**src/rtl/bcd_to_decimal_dec.sv**
```systemverilog
// Streaming BCD digit to one-hot decimal decoder behind a 2-entry registered skid buffer.
// Codes 10-15 are forwarded as error entries and counted in a saturating status counter.
module bcd_to_decimal_dec #(
  parameter int unsigned ERR_CNT_W = 8
) (
  input  logic                 clk,
  input  logic                 rst_n,
  input  logic [3:0]           bcd_in,
  input  logic                 in_valid,
  output logic                 in_ready,
  output logic [9:0]           dec_out,
  output logic                 out_err,
  output logic                 out_valid,
  input  logic                 out_ready,
  output logic [ERR_CNT_W-1:0] err_count,
  input  logic                 clr_err
);

  typedef struct packed {
    logic       err;
    logic [9:0] dec;
  } entry_t;

  entry_t                 new_entry;
  entry_t                 head_q, head_d;
  entry_t                 tail_q, tail_d;
  logic [1:0]             occ_q, occ_d;
  logic                   rdy_q;
  logic [ERR_CNT_W-1:0]   cnt_q, cnt_d;
  logic                   accept;
  logic                   pop;

  always_comb begin
    new_entry = '0;
    if (bcd_in <= 4'd9) begin
      new_entry.dec = 10'b1 << bcd_in;
    end else begin
      new_entry.err = 1'b1;
    end
  end

  assign accept = in_valid && rdy_q;
  assign pop    = (occ_q != 2'd0) && out_ready;

  // Head always holds the oldest entry; vacated slots are zeroed so an empty
  // buffer presents all-zero outputs without extra gating.
  always_comb begin
    head_d = head_q;
    tail_d = tail_q;
    occ_d  = occ_q;
    case ({accept, pop})
      2'b10: begin
        if (occ_q == 2'd0) begin
          head_d = new_entry;
        end else begin
          tail_d = new_entry;
        end
        occ_d = occ_q + 2'd1;
      end
      2'b01: begin
        head_d = tail_q;
        tail_d = '0;
        occ_d  = occ_q - 2'd1;
      end
      2'b11: begin
        if (occ_q == 2'd1) begin
          head_d = new_entry;
        end else begin
          head_d = tail_q;
          tail_d = new_entry;
        end
      end
      default: ;
    endcase
  end

  always_comb begin
    cnt_d = cnt_q;
    if (clr_err) begin
      cnt_d = '0;
    end else if (accept && new_entry.err && (cnt_q != {ERR_CNT_W{1'b1}})) begin
      cnt_d = cnt_q + ERR_CNT_W'(1);
    end
  end

  // in_ready is registered from next occupancy so it never follows out_ready
  // combinationally, and stays low for the first cycle after reset release.
  always_ff @(posedge clk or negedge rst_n) begin
    if (!rst_n) begin
      head_q <= '0;
      tail_q <= '0;
      occ_q  <= 2'd0;
      rdy_q  <= 1'b0;
      cnt_q  <= '0;
    end else begin
      head_q <= head_d;
      tail_q <= tail_d;
      occ_q  <= occ_d;
      rdy_q  <= (occ_d < 2'd2);
      cnt_q  <= cnt_d;
    end
  end

  assign in_ready  = rdy_q;
  assign out_valid = (occ_q != 2'd0);
  assign dec_out   = head_q.dec;
  assign out_err   = head_q.err;
  assign err_count = cnt_q;

endmodule

```
**config.mk**
```make
export PLATFORM = sky130hd
export DESIGN_NAME = bcd_to_decimal_dec
export DESIGN_NICKNAME = d
export VERILOG_FILES = /design/src/rtl/bcd_to_decimal_dec.sv
export SDC_FILE = /design/constraint.sdc
export NUM_CORES = 1
export LEC_CHECK = 0
export CELL_PAD_IN_SITES_DETAIL_PLACEMENT = 1
export CELL_PAD_IN_SITES_GLOBAL_PLACEMENT = 1
export CORE_MARGIN = 3
export CORE_UTILIZATION = 39
export DETAILED_ROUTE_END_ITERATION = 10
export GPL_TIMING_DRIVEN = 1
export PLACE_DENSITY_LB_ADDON = 0.1
export SLEW_MARGIN = 25
export SYNTH_ARGS = -nofsm -noshare
export SYNTH_HDL_FRONTEND = slang
export SYNTH_SLANG_ARGS = --single-unit
```
**constraint.sdc**
```tcl
create_clock -name clk -period 2.2 [get_ports clk]
set_input_delay 0.44 -clock clk [delete_from_list [all_inputs] [get_ports clk]]
set_output_delay 0.44 -clock clk [all_outputs]
set_load 0.02 [all_outputs]
```
Word-level counts from Yosys, hierarchy flattened
Index checks and enable logic that the tools add are counted.

word-level totals
  register bits = 33
  input bits = 9
  word-level logic and storage cells = 42
  output and inout bits = 21

cells by class
  muxes and demuxes = 11
  order comparisons = 2
  equality and inequality tests = 8
  shift-type cells = 1
  add/sub/neg operators = 3
  reduce and logical (&&, ||, !) cells = 10

operators by type and width
  operator                                                count
  one-hot mux 11 bit (3 select lines)                     2
  two-way mux 11 bit                                      4
  two-way mux 8 bit                                       2
  two-way mux 10 bit                                      1
  left shift 1 x 4 -> 10 bit (first input constant)       1
  adder 8 x 1 -> 8 bit (second input constant)            1
  != test 8 bit (second input constant)                   1
  != test 2 bit (second input constant)                   3
  == test 2 x 1 -> 1 bit (second input constant)          2
  == test 2 bit (second input constant)                   2
  less-or-equal comparator 4 bit (second input constant)  1
  logical AND 1 bit                                       4
  one-hot mux 2 bit (2 select lines)                      1
  nonzero test 2 bit                                      2
  AND reduction 3 bit                                     1
  nonzero test 3 bit                                      1
  adder 2 x 1 -> 2 bit (second input constant)            1
  logical NOT 2 bit                                       1
  less-than comparator 2 bit (second input constant)      1
  AND reduction 2 bit                                     1
  subtractor 2 x 1 -> 2 bit (second input constant)       1
  two-way mux 1 bit                                       1

Logic depth before layout (Yosys ltp)
  depth after elaboration = 6
  depth in mapped cells = 10
  gate-level depth less buffers = 9

Worst setup path before layout
No wires, ideal clock.

  path kind = reg2reg
  start = reg occ_q[0]
  end = reg tail_q[0] (netlist name)
  buffers on the path = 0
  arrival = 1786 ps
  period minus slack after synthesis = 1897 ps
  library setup time = 110 ps
  stages on the path, launching flop included = 8
  data required time = 2090 ps
  setup slack = 303 ps
  path through = dfrtp_1 -> inv_1 -> ha_1 -> nand2b_1 -> inv_1 -> ha_1 -> or3_2 -> o41ai_1

between the ends
  longest elaborated chain between the ends = 5
  elaborated cells on any way between the ends = 12
  classes of those cells = 6 x eq/ne; 1 x mux; 5 x reduce/logical

RTL lines
  element                                                               RTL line  source
  from (decl)                                                           27        logic [1:0] occ_q, occ_d;
  from (signal assigned)                                                92        occ_q <= 2'd0;
  from (signal assigned)                                                98        occ_q <= occ_d;
  nonzero test 2 bit                                                    43        assign pop = (occ_q != 2'd0) && out_ready;
  logical AND 1 bit                                                     43
  == test 2 bit / == test 2 x 1 -> 1 bit (equally long branches)        51        case ({accept, pop})
  != test 2 bit (no line) / nonzero test 3 bit (equally long branches)  n/a
  AND reduction 3 bit (no line)                                         n/a
  to (signal assigned)                                                  97        tail_q <= tail_d;
  to (decl)                                                             26        entry_t tail_q, tail_d;

Several ways; a longest one is shown, not always the timed one.
A chain may end at the register's enable or synchronous reset.

Worst setup path in the final report
  start = reg occ_q[0]
  end = out out_valid

between the ends
  longest elaborated chain between the ends = 1

RTL lines
  element             RTL line  source
  nonzero test 2 bit  105       assign out_valid = (occ_q != 2'd0);
  to (decl)           13        output logic out_valid,

No other way between the ends.

==> impl_metrics.py <==
metrics = {
    "run_status": {
        "status": "completed",
    },
    "worst_setup_path": {
        "crit_buf_inv": 3,
        "crit_path_frequent_cell": "inv_1",
        "required_ns": 1.76,
        "startpoint_type": "flop",
        "path_delay_family": "buffers and inverters",
        "crit_path_end_kind": "output pin",
        "crit_arrival_ns": 1.66,
        "crit_chain": "inv_1, ha_1, inv_1, clkdlybuf4s50_1",
        "critPathLaunch": "occ_q[0]$_DFFE_PN0N_",
        "cp_max_fo": 4,
        "crit_slowest_cell": "clkdlybuf4s50_1",
        "max_stage_delay_ns": 0.60,
        "reg2reg_from": "occ_q[0]$_DFFE_PN0N_",
        "path_class": "reg2out",
    },
    "route": {
        "drt_iter0_drc": 65,
        "ant_nets": 0,
        "via_per_inst": 5.46,
        "vias": 1545,
        "drc_errors": 0,
        "drt-total-wl_um": 4730,
        "drt-pass1-iter-count": 4,
        "avgRoutedWirePerCell_um": 16.7,
    },
    "pwr": {
        "internal-power_uw": 1620,
        "p_sw_frac": 0.373,
        "peakVddDrop_uv": 555,
        "p_leak_uw": 0.00100,
        "p_switching_uw": 963,
        "p_seq_frac": 0.322,
        "power_uw": 2580,
        "power.density_nw_per_um2": 1120,
        "clock_power_share": 0.231,
        "comb_power_share": 0.447,
    },
    "timing": {
        "final-hold-violation-count": 0,
        "relSlewSlack": 0.713,
        "maxSlewViolCount": 0,
        "finalCriticalPeriod_ns": 2.10,
        "fmax_ghz": 0.476,
        "final.setup_skew_ns": 0.00489,
        "finalCritPeriodShare": 0.955,
        "worst_slack_ns": 0.0989,
        "setup_viol": 0,
        "worst_pin_slew_ns": 0.431,
    },
    "global_routing": {
        "grt_max_degree": 34,
        "grt_most_used_layer": "met2",
        "use_met3": 0.0512,
        "grt_pass1_wl_um": 7850,
        "use_met1": 0.217,
        "antenna_found_initial": 0,
        "gr-total-overflow": 0,
        "grt_use_met2": 0.359,
        "track_usage": 0.193,
        "grt_pass1_vias": 1728,
    },
    "logic_synthesis": {
        "synth_area_sq_um": 1720,
        "synth_mux_area_frac": 0.0240,
        "synth_xor_area_frac": 0.00510,
        "synth_edf_count": 0,
        "synthFlopType": "dfrtp_1",
        "synth_top_area_frac": 0.481,
        "synth-async-reset-ratio": 1.00,
        "yosysTopAreaCell": "dfrtp_1",
        "ys_seq_area_frac": 0.481,
        "synth-seq-cells": 33,
        "synth_warnings": 0,
        "syn_nets": 205,
        "postSynthCellCount": 189,
        "syn_avg_cell_area_sq_um": 9.09,
        "synth_compound_area_frac": 0.184,
        "ys_types": 31,
        "synth_top_family_by_area": "simple AND/OR/NAND/NOR gates",
        "synth.top_cells.by_area": "dfrtp_1 (48%), nand2_1 (6.3%), a21oi_1 (5.5%)",
        "synthAdderAreaFrac": 0.0510,
        "yosys.area_share.simple": 0.206,
    },
    "cells_and_area": {
        "drive_gt1_frac": 0.163,
        "fin_nets": 248,
        "post_layout_nonfiller_instances": 283,
        "fillerInstances": 486,
        "area_delta_synth_final_pct": 33.8,
        "antennaDiodeCount": 0,
        "postLayoutCoreUtil": 0.559,
    },
    "clock_tree": {
        "cts.sinks": 33,
        "h-tree-depth": 2,
        "clkLatencyLatePin_ns": 0.28,
        "post_cts_buffers": 0,
        "numCtsBuffers": 5,
        "cts_buffer_depth": 2,
        "path_clk_slew_ns": 0.07,
        "cts_tree": "built",
        "clock-root-buffer": "clkbuf_8",
        "hold_buffers": 0,
    },
    "floorplan": {
        "initial_utilization": 0.417,
        "die_area_sq_um": 5240,
        "fp-row-count": 23,
        "dieWidth_um": 72.4,
        "core_sq_um": 4120,
        "boundaryPins": 30,
        "dieHeight_um": 72.4,
    },
    "place": {
        "post-place-ws_ns": -0.0841,
        "dp_hpwl_um": 3350,
        "dp.cells": 275,
        "numPortBuffers": 29,
        "place.gp.congestion": 0.837,
    },
    "worst_hold_path": {
        "hp-start": "tail_q[3]$_DFFE_PN0P_",
        "hold_class": "reg2reg",
    },
    "job": {
        "cap_violations": 0,
    },
}
==> power by group through the flow <==
stage          Clock, uW  Sequential, uW  Combinational, uW
2_1_floorplan          0             945                526
3_3_place_gp           0             837               1090
3_5_place_dp           0             846               1140
4_1_cts              612             835               1160
5_1_grt              633             849               1280
6_report             596             832               1160
==> worst min-delay path, cell delays in order, from the launching register on <==
cell and delay, ns:
dfrtp_1 0.36, nand2_1 0.05, o31ai_1 0.05
==> logic make-up (layout without fill, tap and decap cells) <==
family                     Yosys count  in the layout
xor gates and xnor gates             1              1
DFF                                 33             33
buffers and inverters               20             64
muxes                                4              4
AOI/OAI and AO/OA                   50             50
and+or+nand+nor                     74             74
adders and majority gates            7              7
==> layout by cell type, fill, tap and decap left out, types with 2 or more instances in the layout <==
master and instances:
nand2_1 27, nor3_1 5, or4_1 5, dfrtp_1 33
nand3_1 2, nor2_1 20, buf_4 17, o21ai_0 14
a21oi_1 19, nand2_2 2, clkdlybuf4s50_1 29, mux2i_1 3
inv_1 9, o31ai_1 9, ha_1 6, o41ai_2 2
nand2b_1 5, clkbuf_8 6
==> registers in the layout (all words and copies together) (netlist names) <==
name	cells
tail_q	11
dec_out	10
err_count	8
occ_q	2
in_ready	1
out_err	1
==> per-layer routing <==
layer	routed length (um)	up-vias
met2	2480	41
met3	212	4
met4	34	0
met1	2000	758
li1	-	742
met5	0	-
==> stage by stage <==
stage | TNS, ns | cell area (sq um) | hold slack [ns]
after floorplan | 0 | 1720 | 0.144
after global placement | 0 | 2150 | 0.469
after detailed placement | -0.320 | 2150 | 0.480
after CTS | 0 | 2280 | 0.497
after global routing | -0.0306 | 2300 | 0.513
final | 0 | 2300 | 0.498
==> timing repair <==
action | CTS | global route
gates cloned | 0 | 0
endpoints found under the setup margin | 2 | 16
gates resized for setup | 2 | 6
==> cell type report <==
type | count | area (sq um) | share of cell area
Timing Repair Buffer | 46 | 418 | 0.182
Multi-Input combinational cell | 136 | 838 | 0.365
Inverter | 10 | 37.5 | 0.0163
Sequential cell | 33 | 826 | 0.359
Clock inverter | 1 | 30.0 | 0.0131
Tap cell | 50 | 62.6 | 0.0272
Clock buffer | 7 | 86.3 | 0.0376
==> cell usage after synthesis, types with 5 or more instances <==
library cell / number
a21oi_1: 19
nor2_1: 20
ha_1: 7
dfrtp_1: 33
clkbuf_1: 7
nand2b_1: 6
o21ai_0: 14
nand2_1: 29
o31ai_1: 10
nor3_1: 5
or4_1: 5
inv_1: 10
==> final timing paths <==
| kind | to | slack [ns] | cells after the start |
|---|---|---|---|
| min | tail_q[3]$_DFFE_PN0P_ | 0.50 | 2 |
| min in group asynchronous | dec_out[8]$_DFFE_PN0P_ | 0.57 | 2 |
| max | out_valid | 0.1 | 4 |
| max in group asynchronous | err_count[2]$_DFFE_PN0P_ | 1.33 | 2 |
| max reg2reg | tail_q[2]$_DFFE_PN0P_ | 0.14 | 7 |
| min reg2reg | tail_q[3]$_DFFE_PN0P_ | 0.50 | 2 |
No activity file was read; power rests on OpenSTA's default activity.
